**config.mk**
```make
export PLATFORM = sky130hd
export DESIGN_NAME = seq_control
export DESIGN_NICKNAME = d
export VERILOG_FILES = /design/src/rtl/seq_control.sv
export SDC_FILE = /design/constraint.sdc
export NUM_CORES = 1
export LEC_CHECK = 0
export ABC_AREA = 1
export ABC_CLOCK_PERIOD_IN_PS = 1800
export BUFFER_PORTS_ARGS = -buffer_cell sky130_fd_sc_hd__buf_2
export CAP_MARGIN = 10
export CORE_AREA = 5 5 53 55
export DETAILED_ROUTE_END_ITERATION = 10
export DIE_AREA = 0 0 58 60
export GPL_ROUTABILITY_DRIVEN = 0
export GPL_TIMING_DRIVEN = 1
export PLACE_DENSITY_LB_ADDON = 0.2
export SLEW_MARGIN = 20
export SYNTH_ARGS = -nofsm -noshare
export SYNTH_HDL_FRONTEND = slang
export SYNTH_SLANG_ARGS = --single-unit
```
**constraint.sdc**
```tcl
create_clock -name clk -period 1.8 [get_ports clk]
set_clock_uncertainty 0.2 [all_clocks]
set_input_delay 0.09 -clock clk [delete_from_list [all_inputs] [get_ports clk]]
set_output_delay 0.09 -clock clk [all_outputs]
set_load 0.02 [all_outputs]
```
**src/rtl/seq_control.sv**
```systemverilog
// Multi-cycle sequencer for the 8-bit accumulator datapath: Moore FSM decoding opcodes into load/bus strobes.
// Define SEQ_ILLEGAL_TRAP_EN to halt with illegal=1 on undefined opcodes; otherwise they behave as NOP.
module seq_control (
  input  logic       clk,
  input  logic       reset,
  input  logic [7:0] IR,
  input  logic [3:0] CCR_Result,
  output logic       IR_Load,
  output logic       MAR_Load,
  output logic       PC_Load,
  output logic       PC_Inc,
  output logic       CCR_Load,
  output logic [3:0] ALU_Sel,
  output logic [1:0] Bus1_Sel,
  output logic [2:0] Bus2_Sel,
  output logic       addr_sel,
  output logic       mem_we,
  output logic       reg_we,
  output logic       halted,
  output logic       illegal,
  output logic [7:0] instr_count
);

  typedef enum logic [3:0] {
    S_FETCH,
    S_DECODE,
    S_OPND_IMM,
    S_OPND_ADDR,
    S_MEM_RD,
    S_MEM_WR,
    S_EXEC_ALU,
    S_BRANCH,
    S_SKIP,
    S_HALT
  } state_t;

  typedef enum logic [7:0] {
    OP_NOP     = 8'h00,
    OP_BRA     = 8'h20,
    OP_BEQ     = 8'h23,
    OP_ADD_AB  = 8'h42,
    OP_LDA_IMM = 8'h86,
    OP_LDA_DIR = 8'h87,
    OP_STA_DIR = 8'h96,
    OP_HALT    = 8'hFF
  } opcode_t;

  localparam logic [2:0] BUS2_ALU = 3'b000;
  localparam logic [2:0] BUS2_MEM = 3'b010;
  localparam logic [1:0] BUS1_PC  = 2'b00;
  localparam logic [1:0] BUS1_A   = 2'b01;
  localparam logic [3:0] ALU_ADD  = 4'b0000;

  state_t     r_state;
  state_t     w_next;
  logic [7:0] r_count;
  logic       w_z;
  logic       w_unused_flags;

  assign w_z            = CCR_Result[2];
  assign w_unused_flags = ^{CCR_Result[3], CCR_Result[1:0]};

`ifdef SEQ_ILLEGAL_TRAP_EN
  logic r_illegal;
  logic w_trap;
`endif

  // Next-state logic; Z is looked at only while in DECODE.
  always_comb begin
    w_next = r_state;
`ifdef SEQ_ILLEGAL_TRAP_EN
    w_trap = 1'b0;
`endif
    unique case (r_state)
      S_FETCH:     w_next = S_DECODE;
      S_DECODE: begin
        case (IR)
          OP_LDA_IMM: w_next = S_OPND_IMM;
          OP_LDA_DIR: w_next = S_OPND_ADDR;
          OP_STA_DIR: w_next = S_OPND_ADDR;
          OP_ADD_AB:  w_next = S_EXEC_ALU;
          OP_BRA:     w_next = S_BRANCH;
          OP_BEQ:     w_next = w_z ? S_BRANCH : S_SKIP;
          OP_NOP:     w_next = S_FETCH;
          OP_HALT:    w_next = S_HALT;
          default: begin
`ifdef SEQ_ILLEGAL_TRAP_EN
            w_next = S_HALT;
            w_trap = 1'b1;
`else
            w_next = S_FETCH;
`endif
          end
        endcase
      end
      S_OPND_IMM:  w_next = S_FETCH;
      S_OPND_ADDR: w_next = (IR == OP_STA_DIR) ? S_MEM_WR : S_MEM_RD;
      S_MEM_RD:    w_next = S_FETCH;
      S_MEM_WR:    w_next = S_FETCH;
      S_EXEC_ALU:  w_next = S_FETCH;
      S_BRANCH:    w_next = S_FETCH;
      S_SKIP:      w_next = S_FETCH;
      S_HALT:      w_next = S_HALT;
      default:     w_next = S_FETCH;
    endcase
  end

  always_ff @(posedge clk or posedge reset) begin
    if (reset) begin
      r_state <= S_FETCH;
      r_count <= '0;
    end else begin
      r_state <= w_next;
      if (r_state == S_DECODE) begin
        r_count <= r_count + 8'd1;
      end
    end
  end

`ifdef SEQ_ILLEGAL_TRAP_EN
  always_ff @(posedge clk or posedge reset) begin
    if (reset) begin
      r_illegal <= 1'b0;
    end else if (w_trap) begin
      r_illegal <= 1'b1;
    end
  end

  assign illegal = r_illegal;
`else
  assign illegal = 1'b0;
`endif

  assign instr_count = r_count;

  // Moore decode; reset gates every strobe so an abort takes effect without waiting for a clock.
  always_comb begin
    IR_Load  = 1'b0;
    MAR_Load = 1'b0;
    PC_Load  = 1'b0;
    PC_Inc   = 1'b0;
    CCR_Load = 1'b0;
    ALU_Sel  = ALU_ADD;
    Bus1_Sel = BUS1_PC;
    Bus2_Sel = BUS2_ALU;
    addr_sel = 1'b0;
    mem_we   = 1'b0;
    reg_we   = 1'b0;
    halted   = 1'b0;
    if (!reset) begin
      unique case (r_state)
        S_FETCH: begin
          Bus2_Sel = BUS2_MEM;
          IR_Load  = 1'b1;
          PC_Inc   = 1'b1;
        end
        S_DECODE: ;
        S_OPND_IMM: begin
          Bus2_Sel = BUS2_MEM;
          reg_we   = 1'b1;
          PC_Inc   = 1'b1;
        end
        S_OPND_ADDR: begin
          Bus2_Sel = BUS2_MEM;
          MAR_Load = 1'b1;
          PC_Inc   = 1'b1;
        end
        S_MEM_RD: begin
          addr_sel = 1'b1;
          Bus2_Sel = BUS2_MEM;
          reg_we   = 1'b1;
        end
        S_MEM_WR: begin
          addr_sel = 1'b1;
          Bus1_Sel = BUS1_A;
          mem_we   = 1'b1;
        end
        S_EXEC_ALU: begin
          Bus1_Sel = BUS1_A;
          ALU_Sel  = ALU_ADD;
          Bus2_Sel = BUS2_ALU;
          reg_we   = 1'b1;
          CCR_Load = 1'b1;
        end
        S_BRANCH: begin
          Bus2_Sel = BUS2_MEM;
          PC_Load  = 1'b1;
        end
        S_SKIP:  PC_Inc = 1'b1;
        S_HALT:  halted = 1'b1;
        default: ;
      endcase
    end
  end

endmodule

```
==> reports/metrics.cfg <==
[outcome]
status = completed

[drt]
viasPerCell = 4.35
antenna_left = 0
drc = 0
num_vias = 930
drt_iter0_drc = 29
wl_per_cell_um = 9.71
drt_wl_total_um = 2080
drtPass1Iterations = 4

[sta]
layout_min_cycle_time_ns = 1.68
setup_viol = 0
fin_ws_ns = 0.122
maxSlewViolCount = 0
setup_tns_ns = 0
timing.hold.ws_ns = 0.122
hold_viol = 0
fmax_ghz = 0.596
grt_setup_unrepaired = false
post-route-period-util_pct = 93.2

[die]
die_y_um = 60
num_rows = 18
die-area_um2 = 3480
start_util_pct = 41.2
io_pins = 41
dieWidth_um = 58
coreArea_um2 = 2340

[clocking]
clock_latency_ns = 0.27
clk_path_buf_depth = 2
clkSinkCount = 12
clk_pin_slew_ns = 0.07
cts_buffers = 3
htreeDepth = 1
cts_tree = done
root_buffer = clkbuf_4
post-cts-setup-buffers = 0

[yosys]
synth_top_area_share_pct = 31.1
ys_warn_count = 0
netlist_area_um2 = 966
synth_top_area_cell = dfrtp_1
ys_ff_latch = 12
ys_seq_area_share_pct = 31.1
syn_area_per_cell_um2 = 6.44
synthTopCellsByArea = dfrtp_1 (31%), nand2_1 (16%), nor2_1 (11%), inv_1 (9.7%), buf_4 (6.2%)
synth_cells = 150
synthDistinctLibCells = 24

[placement]
placed_cells = 208
dp_slack_ns = 0.305
io_buffers = 29
placed_cell_area_um2 = 1120
dp_hpwl_um = 1740

[final_layout]
layout_common_cells = nand2_1 (41), nor2_1 (29), buf_2 (29), inv_1 (25), dfrtp_1 (12)
final.fill_count = 264
diodes = 0
stdcell_count = 214
final_common_cell = nand2_1
fin_area_um2 = 1170
nets = 200
layout-drive-gt1-share_pct = 22.3
synthToLayoutAreaGrowth_pct = 21.4

[critical_path]
worst_ep_required_time_ns = 1.51
endpoint_kind = primary output
critPathKind = flip-flop to primary output
cp-start-kind = flip-flop
crit_fanout = 6
arrival_ns = 1.39

[pwr]
p_per_area_nw_per_um2 = 1080
max-vdd-ir-drop_v = 0.000663
power.leakage_nw = 0.675

[job]
cap_violations = 0

[grt]
track_usage_pct = 12.9
antenna_found_initial = 0
grt_pass1_wl_um = 3550
grt_max_degree = 13
overflow = 0
top_usage_layer = met2
grt_util_met3_pct = 1.51
first_global_vias = 882
use_met1_pct = 16.1
use_met2_pct = 22.7

[worst_hold_path]
hp-class = input port to flip-flop

-- worst max-delay path, stage by stage, from the launching register on --
cell and delay, ns:
dfrtp_1 0.46, nor2_4 0.22, nand3_1 0.16, nor2_1 0.12, buf_2 0.17
-- cells by family after synthesis --
group                      after synthesis  share of synthesized area, %
AOI/OAI and AO/OA                        6                          3.76
xor gates and xnor gates                 5                          4.53
adders and majority gates                1                          1.30
buffers and inverters                   35                          16.7
DFF                                     12                          31.1
other                                    1                         0.388
and+or+nand+nor                         90                          42.2
-- final timing paths --
| kind | slack, ns | startpoint | endpoint | depth (start not counted) |
|---|---|---|---|---|
| setup / recovery | 0.12 | r_state[1] | halted | 4 |
| hold / removal | 0.12 | IR[0] | r_state[2] | 6 |
| setup reg to reg | 0.32 | r_state[1] | instr_count[5] | 5 |
| hold reg to reg | 0.31 | instr_count[6] | instr_count[6] | 2 |
| max in group asynchronous | 0.85 | reset | instr_count[2] | 3 |
| min in group asynchronous | 0.22 | reset | instr_count[0] | 3 |
-- state kept, by name, indices dropped and copies added (netlist names) --
signal	count
r_state	4
instr_count	8
-- metal layers --
layer  part of all wire (%)  up-vias  routed length, um
li1                       -      503                  -
met1                     44      395                918
met2                     47       30                982
met3                    7.6        2                157
met4                   0.96        0                 20
met5                      0        -                  0
-- cell type report --
class | count | area [um2] | area share, %
repair buffers | 31 | 165 | 14.1
flip-flops and latches | 12 | 300 | 25.6
inverters | 27 | 101 | 8.64
multi-input cells | 110 | 532 | 45.4
well taps | 30 | 37.5 | 3.20
clock buffers | 4 | 36.3 | 3.09
-- per-stage QoR --
step	utilization [%]	total power [mW]
finish	50.1	1.27
CTS	50.1	1.28
floorplan	-	0.892
global placement	47.6	1.04
detailed placement	47.6	1.06
global route	50.1	1.37
-- cells in the mapped netlist --
library cell   n
nand4_1        2
xor2_1         3
dfrtp_1       12
nand2_4        1
a2111oi_0      1
conb_1         1
ha_1           1
nand3_1        8
nand3_4        1
nand3b_1       1
nor3_1         2
inv_1         25
nor2_4         3
o21ai_0        2
buf_4          8
xnor2_1        2
nand2_1       41
o21ai_1        1
inv_2          2
nor2_1        29
a21oi_1        1
nor2_2         1
nor2b_1        1
a211oi_1       1
-- power by group --
part | switching, mW | internal, mW | leakage [nW]
clock network | 0.0891 | 0.123 | 0.0210
logic | 0.399 | 0.198 | 0.500
registers | 0.103 | 0.354 | 0.155
total | 0.592 | 0.675 | 0.675
-- what timing repair did --
item                                    4_1_cts  5_1_grt
endpoints found under the setup margin        0        0
hold buffers                                  2        0
hold endpoints to repair                     13        0
gates resized for setup                       0        0
Power figures use the tool's default switching activity.
